`config.mk`:
```
export PLATFORM = sky130hd
export DESIGN_NAME = scalar_bank_loader
export DESIGN_NICKNAME = d
export VERILOG_FILES = /design/src/rtl/scalar_bank_loader.sv
export SDC_FILE = /design/constraint.sdc
export NUM_CORES = 1
export LEC_CHECK = 0
export CORE_ASPECT_RATIO = 0.5
export CORE_UTILIZATION = 47
export DETAILED_ROUTE_END_ITERATION = 16
export GPL_TIMING_DRIVEN = 0
export PLACE_DENSITY = 0.76
export SYNTH_ARGS = -nofsm -noshare
export SYNTH_HDL_FRONTEND = slang
export SYNTH_SLANG_ARGS = --single-unit
```
`constraint.sdc`:
```
create_clock -name clk_i -period 1.7 [get_ports clk_i]
set_input_delay 0.255 -clock clk_i [delete_from_list [all_inputs] [get_ports clk_i]]
set_output_delay 0.255 -clock clk_i [all_outputs]
set_load 0.02 [all_outputs]
```
`src/rtl/scalar_bank_loader.sv`:
```
// Double-buffered scalar operand loader: beats stream into a shadow bank, and a
// swap command commits the shadow bank to the active bank feeding the scalar units.
module scalar_bank_loader #(
    parameter int scalar_data_width_p = 32,
    parameter int read_bus_width_p    = 64,
    parameter int max_beats_p         = 4,
    localparam int num_lanes_p        = read_bus_width_p / scalar_data_width_p,
    localparam int num_elems_p        = num_lanes_p * max_beats_p,
    localparam int len_width_p        = $clog2(max_beats_p + 1)
) (
    input  logic                                              clk_i,
    input  logic                                              reset_i,
    input  logic                                              start_i,
    input  logic [len_width_p-1:0]                            len_i,
    input  logic [read_bus_width_p-1:0]                       read_bus_i,
    input  logic                                              load_valid_i,
    output logic                                              load_ready_o,
    input  logic                                              swap_i,
    output logic                                              busy_o,
    output logic                                              done_o,
    output logic                                              active_valid_o,
    output logic [len_width_p-1:0]                            beat_count_o,
    output logic [num_elems_p-1:0][scalar_data_width_p-1:0]   scalar_values_o
);

    generate
        if (read_bus_width_p % scalar_data_width_p != 0) begin : g_bad_width
            $error("read_bus_width_p must be a multiple of scalar_data_width_p");
        end
        if (max_beats_p < 1) begin : g_bad_beats
            $error("max_beats_p must be at least 1");
        end
    endgenerate

    typedef enum logic [1:0] {IDLE, LOAD, FULL} state_t;

    localparam logic [len_width_p-1:0] max_len_c = len_width_p'(max_beats_p);
    localparam logic [len_width_p-1:0] one_c     = len_width_p'(1);

    state_t                                          state, state_n;
    logic [len_width_p-1:0]                          len_q, len_eff;
    logic [len_width_p-1:0]                          beat_count;
    logic                                            done_q, active_valid;
    logic                                            accept, last_beat;
    logic [max_beats_p-1:0][read_bus_width_p-1:0]    shadow;
    logic [num_elems_p-1:0][scalar_data_width_p-1:0] active;

    // Zero or out-of-range lengths mean a full bank.
    assign len_eff = (len_i == '0 || len_i > max_len_c) ? max_len_c : len_i;

    always_ff @(posedge clk_i) begin
        if (reset_i) state <= IDLE;
        else         state <= state_n;
    end

    always_comb begin
        state_n      = state;
        load_ready_o = 1'b0;
        busy_o       = 1'b0;
        accept       = 1'b0;
        last_beat    = 1'b0;
        case (state)
            IDLE: if (start_i) state_n = LOAD;
            LOAD: begin
                load_ready_o = 1'b1;
                busy_o       = 1'b1;
                accept       = load_valid_i;
                last_beat    = load_valid_i && (beat_count + one_c == len_q);
                if (last_beat) state_n = FULL;
            end
            FULL: begin
                busy_o = 1'b1;
                if (swap_i) state_n = IDLE;
            end
            default: state_n = IDLE;
        endcase
    end

    always_ff @(posedge clk_i) begin
        if (reset_i) begin
            len_q        <= max_len_c;
            beat_count   <= '0;
            done_q       <= 1'b0;
            active_valid <= 1'b0;
            shadow       <= '0;
            active       <= '0;
        end else begin
            done_q <= last_beat;
            if (state == IDLE && start_i) begin
                len_q      <= len_eff;
                beat_count <= '0;
                shadow     <= '0;
            end
            if (accept) begin
                // The shadow bank is beat-major, so a whole beat lands in one slot.
                for (int b = 0; b < max_beats_p; b++)
                    if (beat_count == len_width_p'(b)) shadow[b] <= read_bus_i;
                beat_count <= beat_count + one_c;
            end
            if (state == FULL && swap_i) begin
                active       <= shadow;
                active_valid <= 1'b1;
            end
        end
    end

    assign done_o          = done_q;
    assign active_valid_o  = active_valid;
    assign beat_count_o    = beat_count;
    assign scalar_values_o = active;

endmodule

```
==> key figures, run 1 <==
Logic synthesis
  • Synth warn: 0
  • Syn Nets: 2406
  • Top-area cell type share of the netlist area: 56.20%
  • Most frequent cell after synthesis: nand2_1
  • Leading area contributor after synthesis: dfxtp_1
  • Seq cells post-synth: 522
  • Share of the yosys chip area belonging to registers: 56.20%
  • Mapped cell area: 18590 µm²
  • Main flop type after synthesis: dfxtp_1
  • Post-synth EDFFs: 0
  • Top cells by area, synth: dfxtp_1, nand2_1, a21oi_1, nand3_1, clkbuf_1
  • Post-synth top cells: nand2_1, dfxtp_1, a21oi_1
  • Gate Count Post-Synth: 2323
  • Avg Synthesized Cell Area: 8.004 µm²
  • Post-synth cell types: 29
  • Post-synthesis async set-or-reset flop share: 0%

Timing
  • Hold slack: 0.3420 ns
  • Slew HR: 28.27%
  • RSZ-0062 raised after global routing: true
  • Fin crit period: 1.888 ns
  • Max Transition Viols Final: 0
  • Final worst slack: -0.1877 ns
  • Setup Viol. Count Final: 129
  • Worst-Margin Slew: 1.076 ns
  • Peak Freq: 529.8 MHz
  • Final period utilization: 111.0%
  • Setup_tns: -7.788 ns
  • Final hold violations: 0
  • Clk_skew: 0.01736 ns

Setup path
  • Crit path max fanout: 6
  • Startpoint Class: register
  • CP Class: reg -> reg
  • Worst EP required: 2.19 ns
  • WP data arrival: 2.38 ns
  • Critical Path End Type: register

Power
  • VDD IR max: 0.0007276 V
  • Pwr per Cell Area: 1073 nW/µm²
  • Leak: 10.05 nW
  • Total power: 28.16 mW

GRT
  • First-pass GRT wire length: 95.19 mm
  • Initial antenna violation count: 3
  • Largest net degree at the start of global routing: 16
  • GRT Overall Usage: 30.36%
  • Vias in the first global route: 17.02k
  • Grt ovf: 0

Floorplan
  • FP Rows: 51
  • Core ar.: 38920 µm²
  • Die area: 40410 µm²
  • Starting Density: 47.77%
  • Die height: 142.6 µm
  • Die Width: 283.3 µm
  • Io pins: 335

Place
  • Final Wtd Congestion: 0.9137
  • # port buffers: 333
  • HPWL after DPL: 43.62 mm
  • Placed insts: 3186

Detailed routing
  • Via count: 18.72k
  • Post-DR vias/cell: 5.671
  • Drt first pass iters: 7
  • Routed Antenna Nets: 0
  • DRC violations left: 0
  • Final wirelength: 67.63 mm
  • Initial DRC count: 2257
  • WL per Instance: 20.49 µm

Clocking
  • Num CTS Buffers: 45
  • CTS Buffer Depth: 3
  • Reg clk slew, reported paths: 0.07 ns
  • CTS root buf: clkbuf_16
  • Sink Count: 522
  • H-Tree Depth: 2
  • TritonCTS clock tree: yes
  • Clk_lat worst skew: 0.57 ns

Cells and area
  • Post-route core utilization: 67.42%
  • Layout area overhead: 41.13%
  • Share of cells above drive strength 1: 17.41%
  • Nets: 2822
  • Final non-filler cell total: 3301

Run status
  • Status: finished, violations left
  • Failing checks: setup timing

Flow run
  • Max-cap violation count: 0

Hold path
  • Hold crit path type: in -> reg
worst max-delay path, cell delays in order (launching register included):
cell and delay [ns]:
dfxtp_4 0.35, buf_6 0.12, ha_4 0.15, and3b_2 0.25, buf_12 0.16, buf_12 0.15
nand2_8 0.16, clkbuf_16 0.18, nand3_1 0.11, a21oi_1 0.17
path summary, 6_finish.rpt:
| path | startpoint | endpoint | slack, ns | cells after the start |
|---|---|---|---|---|
| max | state[0]$_SDFFE_PP0P_ | shadow[107]$_SDFF_PP0_ | -0.19 | 9 |
| min | reset_i | len_q[1]$_SDFFE_PP0P_ | 0.34 | 3 |
| max reg2reg | state[0]$_SDFFE_PP0P_ | shadow[107]$_SDFF_PP0_ | -0.19 | 9 |
| min reg2reg | scalar_values_o[105]$_SDFFE_PP0P_ | scalar_values_o[105]$_SDFFE_PP0P_ | 0.45 | 2 |
repair_timing:
action | 4_1_cts | 5_1_grt
gates cloned | 11 | 12
hold buffers | 0 | 0
setup endpoints to repair | 764 | 495
resized for setup | 507 | 369
setup buffers | 16 | 4
pin swaps | 26 | 106
area by class of cell:
class                      instances  area (µm²)
fill                            3029       12680
sequential                       522       10460
multi-input combinational       1598        8374
timing repair buffer             370        3685
buffer                           193        1523
clock buffer                      70        1373
tap                              530       663.1
clock inverter                     7       116.4
inverter                           9       41.29
antenna                            2       5.005
registers in the layout, summed over array words and instances, names as in the netlist:
name             count
beat_count_o         3
len_q                3
state                2
done_o               1
active_valid_o       1
scalar_values_o    256
shadow             256
routing by layer:
| metal | routed length [µm] | track usage (%) | up-vias | share of wire (%) |
|---|---|---|---|---|
| li1 | - | - | 8543 | - |
| met4 | 3815 | 14.79 | 0 | 5.6 |
| met3 | 6002 | 6.166 | 258 | 8.9 |
| met2 | 31780 | 50.28 | 1008 | 47 |
| met5 | 0 | 0 | - | 0 |
| met1 | 26040 | 38.15 | 8912 | 38 |
power breakdown:
group / total (mW) / switching, mW / internal (mW) / leakage [nW]
logic: 4.87 / 3.19 / 1.69 / 5.12
registers: 12.7 / 0.175 / 12.5 / 4.21
clock network: 10.6 / 4.63 / 5.99 / 0.727
total: 28.2 / 7.99 / 20.2 / 10.1
layout by cell type, fill, tap and decap left out, types with 2 or more instances in the layout:
cell type	Yosys	layout
nand2_1	771	702
dfxtp_1	522	518
a21oi_1	518	426
dlygate4sd2_1	0	259
nand3_1	259	207
a21oi_2	0	92
clkbuf_1	111	71
clkdlybuf4s50_1	0	70
clkbuf_16	0	56
nand3_2	0	45
clkbuf_4	0	45
nand2_4	0	39
buf_4	1	30
nand2_2	3	30
buf_6	21	28
buf_8	0	18
clkbuf_8	0	15
buf_12	0	15
clkbuf_2	0	12
nor2_1	10	10
nand3_4	0	8
buf_2	52	7
buf_16	0	7
inv_1	9	6
ha_1	11	6
nand2_8	0	5
ha_4	0	5
and2_4	0	4
inv_4	0	3
dfxtp_4	0	3
bufinv_16	0	3
diode_2	0	2
nor3b_1	2	2
clkinv_2	0	2
per-stage QoR:
| stage | worst slack, ns | area, µm² |
|---|---|---|
| final | -0.1877 | 26240 |
| after global routing | -0.2053 | 26240 |
| after CTS | -0.1425 | 24830 |
| after detailed placement | -0.6711 | 22600 |
| after global placement | -0.6486 | 22600 |
| after floorplan | 0.02968 | 18600 |
cell families (layout without fill, tap and decap cells):
| family | Yosys count | count (layout) | synth area share, % |
|---|---|---|---|
| AOI/OAI and AO/OA | 526 | 526 | 14.28 |
| xor gates and xnor gates | 3 | 3 | 0.1413 |
| adders and majority gates | 11 | 11 | 0.7402 |
| buffers and inverters | 206 | 649 | 5.376 |
| DFF | 522 | 522 | 56.20 |
| other | 0 | 2 | 0 |
| and+or+nand+nor | 1055 | 1058 | 23.26 |
Note: power is estimated with default switching activity, not from simulation.
==> inputs of run 2 (changes only) <==
--- a/config.mk
+++ b/config.mk
@@ -6,8 +6,10 @@
 export NUM_CORES = 1
 export LEC_CHECK = 0
 export CORE_ASPECT_RATIO = 0.5
+export CORE_MARGIN = 2
 export CORE_UTILIZATION = 47
 export DETAILED_ROUTE_END_ITERATION = 16
+export GPL_ROUTABILITY_DRIVEN = 0
 export GPL_TIMING_DRIVEN = 0
 export PLACE_DENSITY = 0.76
 export SYNTH_ARGS = -nofsm -noshare
==> run 2 against run 1 <==
Compared with the run above:
- register-to-register slack is essentially flat
- global-route usage shrank 1.2 points
- via count shrank 1.3%
- flip-flop and latch count is the same
- clock power shrank 5%
- clock skew shrank 0.010 ns
- design area shrank 2.2%
- largest cell class unchanged
- core utilization shrank 1.5 points
- hold slack gained 0.0035 ns
- combinational power shrank 8.0%
- sequential power is essentially flat
- the run still ends with setup timing left
==> key figures, run 2 (same netlist as run 1, synthesis figures left out) <==
Place
  • HPWL after DPL: 45.00 mm (+3.2%)
  • Placed inst area: 22600 µm² (unchanged)
  • Worst slack, placed: -0.7098 ns (-0.03873 ns)
  • Placed insts: 3186 (unchanged)
  • # port buffers: 333 (unchanged)

Power
  • Total power: 27.23 mW (-3.3%)
  • Leak: 10.02 nW (-0.27%)
  • Pwr per Cell Area: 1060 nW/µm² (-1.2%)
  • VDD IR max: 0.0007236 V (-0.56%)

Timing
  • Fin crit period: 1.881 ns (-0.006386 ns)
  • RSZ-0062 raised after global routing: true
  • Slew HR: 19.67% (-8.6 points)
  • Final period utilization: 110.7% (-0.38 points)
  • Final worst slack: -0.1813 ns (+0.006386 ns)
  • Peak Freq: 531.5 MHz (+0.34%)
  • Max Transition Viols Final: 0 (unchanged)
  • Setup Viol. Count Final: 225 (+74%)
  • Worst-Margin Slew: 1.205 ns (+0.1290 ns)
  • Hold slack: 0.3455 ns (+0.003536 ns)
  • Clk_skew: 0.007096 ns (-0.01027 ns)
  • Final hold violations: 0 (unchanged)

GRT
  • Largest net degree at the start of global routing: 20 (+4)
  • Initial antenna violation count: 2 (-1)
  • Top Usage Layer GRT: met2
  • Grt ovf: 0 (unchanged)
  • GRT met2 Usage: 49.36% (-0.92 points)
  • GRT Overall Usage: 29.11% (-1.2 points)
  • First-pass GRT wire length: 92.83 mm (-2.5%)
  • Grt met3 use: 5.284% (-0.88 points)
  • Vias in the first global route: 16.78k (-1.5%)
  • Met1 global-route usage: 35.94% (-2.2 points)

Cells and area
  • Most frequent cells in the layout: nand2_1, dfxtp_1, a21oi_1
  • Final non-filler cell total: 3282 (-0.58%)
  • Share of cells above drive strength 1: 16.30% (-1.1 points)
  • Nets: 2807 (-0.53%)
  • Most common cell after layout, fill and taps aside: nand2_1
  • Layout area overhead: 38.09%
  • Finished layout cell area: 25680 µm² (-2.2%)

Detailed routing
  • Via count: 18.48k (-1.3%)
  • Routed Antenna Nets: 0 (unchanged)
  • Drt first pass iters: 6 (-1)
  • WL per Instance: 20.20 µm (-1.4%)
  • Final wirelength: 66.29 mm (-2.0%)
  • DRC violations left: 0 (unchanged)
  • Post-DR vias/cell: 5.631 (-0.71%)
  • Initial DRC count: 1824 (-19%)

Setup path
  • Worst Path Buf+Inv: 1 (-3)
  • Slowest cell on the critical path: dfxtp_4
  • Worst EP required: 2.12 ns (-0.07 ns)
  • CP Class: reg -> reg
  • Critical Path End Type: register
  • Crit path max fanout: 5 (-1)
  • Crit-path leading delay family: compound AO/OA/AOI/OAI gates
  • WP data arrival: 2.30 ns (-0.08 ns)
  • Startpoint Class: register
  • Cells along the critical path: inv_1 > ha_1 > xor2_1 > o41a_1 > o21ai_1 > a21oi_1
  • Worst path max stage delay: 0.40 ns (+0.05 ns)

Floorplan
  • Starting Density: 47.77% (unchanged)
  • Die height: 144.6 µm (+1.4%)
  • Core ar.: 38920 µm² (unchanged)
  • FP Rows: 51 (unchanged)
  • Die area: 41270 µm² (+2.1%)
  • Die Width: 285.3 µm (+0.71%)
  • Io pins: 335 (unchanged)

Run status
  • Status: finished, violations left
  • Failing checks: setup timing

Clocking
  • Reg clk slew, reported paths: 0.07 ns (about the same)
  • TritonCTS clock tree: yes
  • Clk_lat worst skew: 0.56 ns (about the same)
  • CTS root buf: clkbuf_16
  • Num CTS Buffers: 45 (unchanged)
  • H-Tree Depth: 2 (unchanged)
  • CTS Buffer Depth: 3 (unchanged)
  • Sink Count: 522 (unchanged)

Hold path
  • Hold crit path type: in -> reg

Flow run
  • Max-cap violation count: 0 (unchanged)
[run 2: cell count changes in the layout (fill, tap and decap cells not counted), sizes merged, moves of 2 or more]
cell,delta
buf,-12
bufbuf,+2
clkbuf,-7
clkdlybuf4s15,+3
nand2,-2
[run 2: timing repair]
| action | CTS | global route |
|---|---|---|
| endpoints found under the setup margin | 764 | 469 |
| setup buffers | 5 | 7 |
| pin swaps | 4 | 31 |
| hold endpoints to repair | 0 | 0 |
| gates cloned | 5 | 10 |
| gates resized for setup | 434 | 385 |
| hold buffers | 0 | 0 |
[run 2: cell type report]
| cell class | count | area [µm²] |
|---|---|---|
| inverters | 9 | 36.28 |
| clock inverters | 4 | 70.07 |
| flip-flops and latches | 522 | 10470 |
| repair buffers | 360 | 3495 |
| plain buffers | 191 | 1411 |
| clock buffers | 68 | 1323 |
| multi-input cells | 1595 | 8205 |
| fillers | 3219 | 13250 |
| well taps | 530 | 663.1 |
| diodes | 3 | 7.507 |
[run 2: final timing paths]
path / to / cells after the start / slack, ns / start
worst min register to register: scalar_values_o[115]$_SDFFE_PP0P_ / 2 / 0.45 / scalar_values_o[115]$_SDFFE_PP0P_
worst min-delay path: shadow[22]$_SDFF_PP0_ / 3 / 0.35 / reset_i
worst max register to register: state[0]$_SDFFE_PP0P_ / 6 / -0.18 / beat_count_o[1]$_SDFFE_PP0P_
worst max-delay path: state[0]$_SDFFE_PP0P_ / 6 / -0.18 / beat_count_o[1]$_SDFFE_PP0P_
[run 2: tightest hold or removal path, stage by stage]
cell	delay (ns)
clkbuf_1	0.16
clkbuf_1	0.29
a21oi_2	0.16
[run 2: where the power goes]
group          internal [mW]  leakage [nW]  total (mW)  switching [mW]
clock                   5.63         0.684        10.1            4.46
sequential              12.5          4.21        12.7           0.176
combinational           1.51          5.13        4.48            2.97
[run 2: metrics by stage]
step                      utilization (%)  TNS (ns)
after floorplan                         -         0
after global placement              58.06   -195.66
after detailed placement            58.06   -213.61
after CTS                           62.13  -0.01971
after global routing                65.96    -27.27
final                               65.97    -15.40
[run 2: metal layers]
layer	wire length (µm)	share of wire, %
met5	0	0
met1	25830	39
met3	5299	8.0
met4	3726	5.6
met2	31430	47
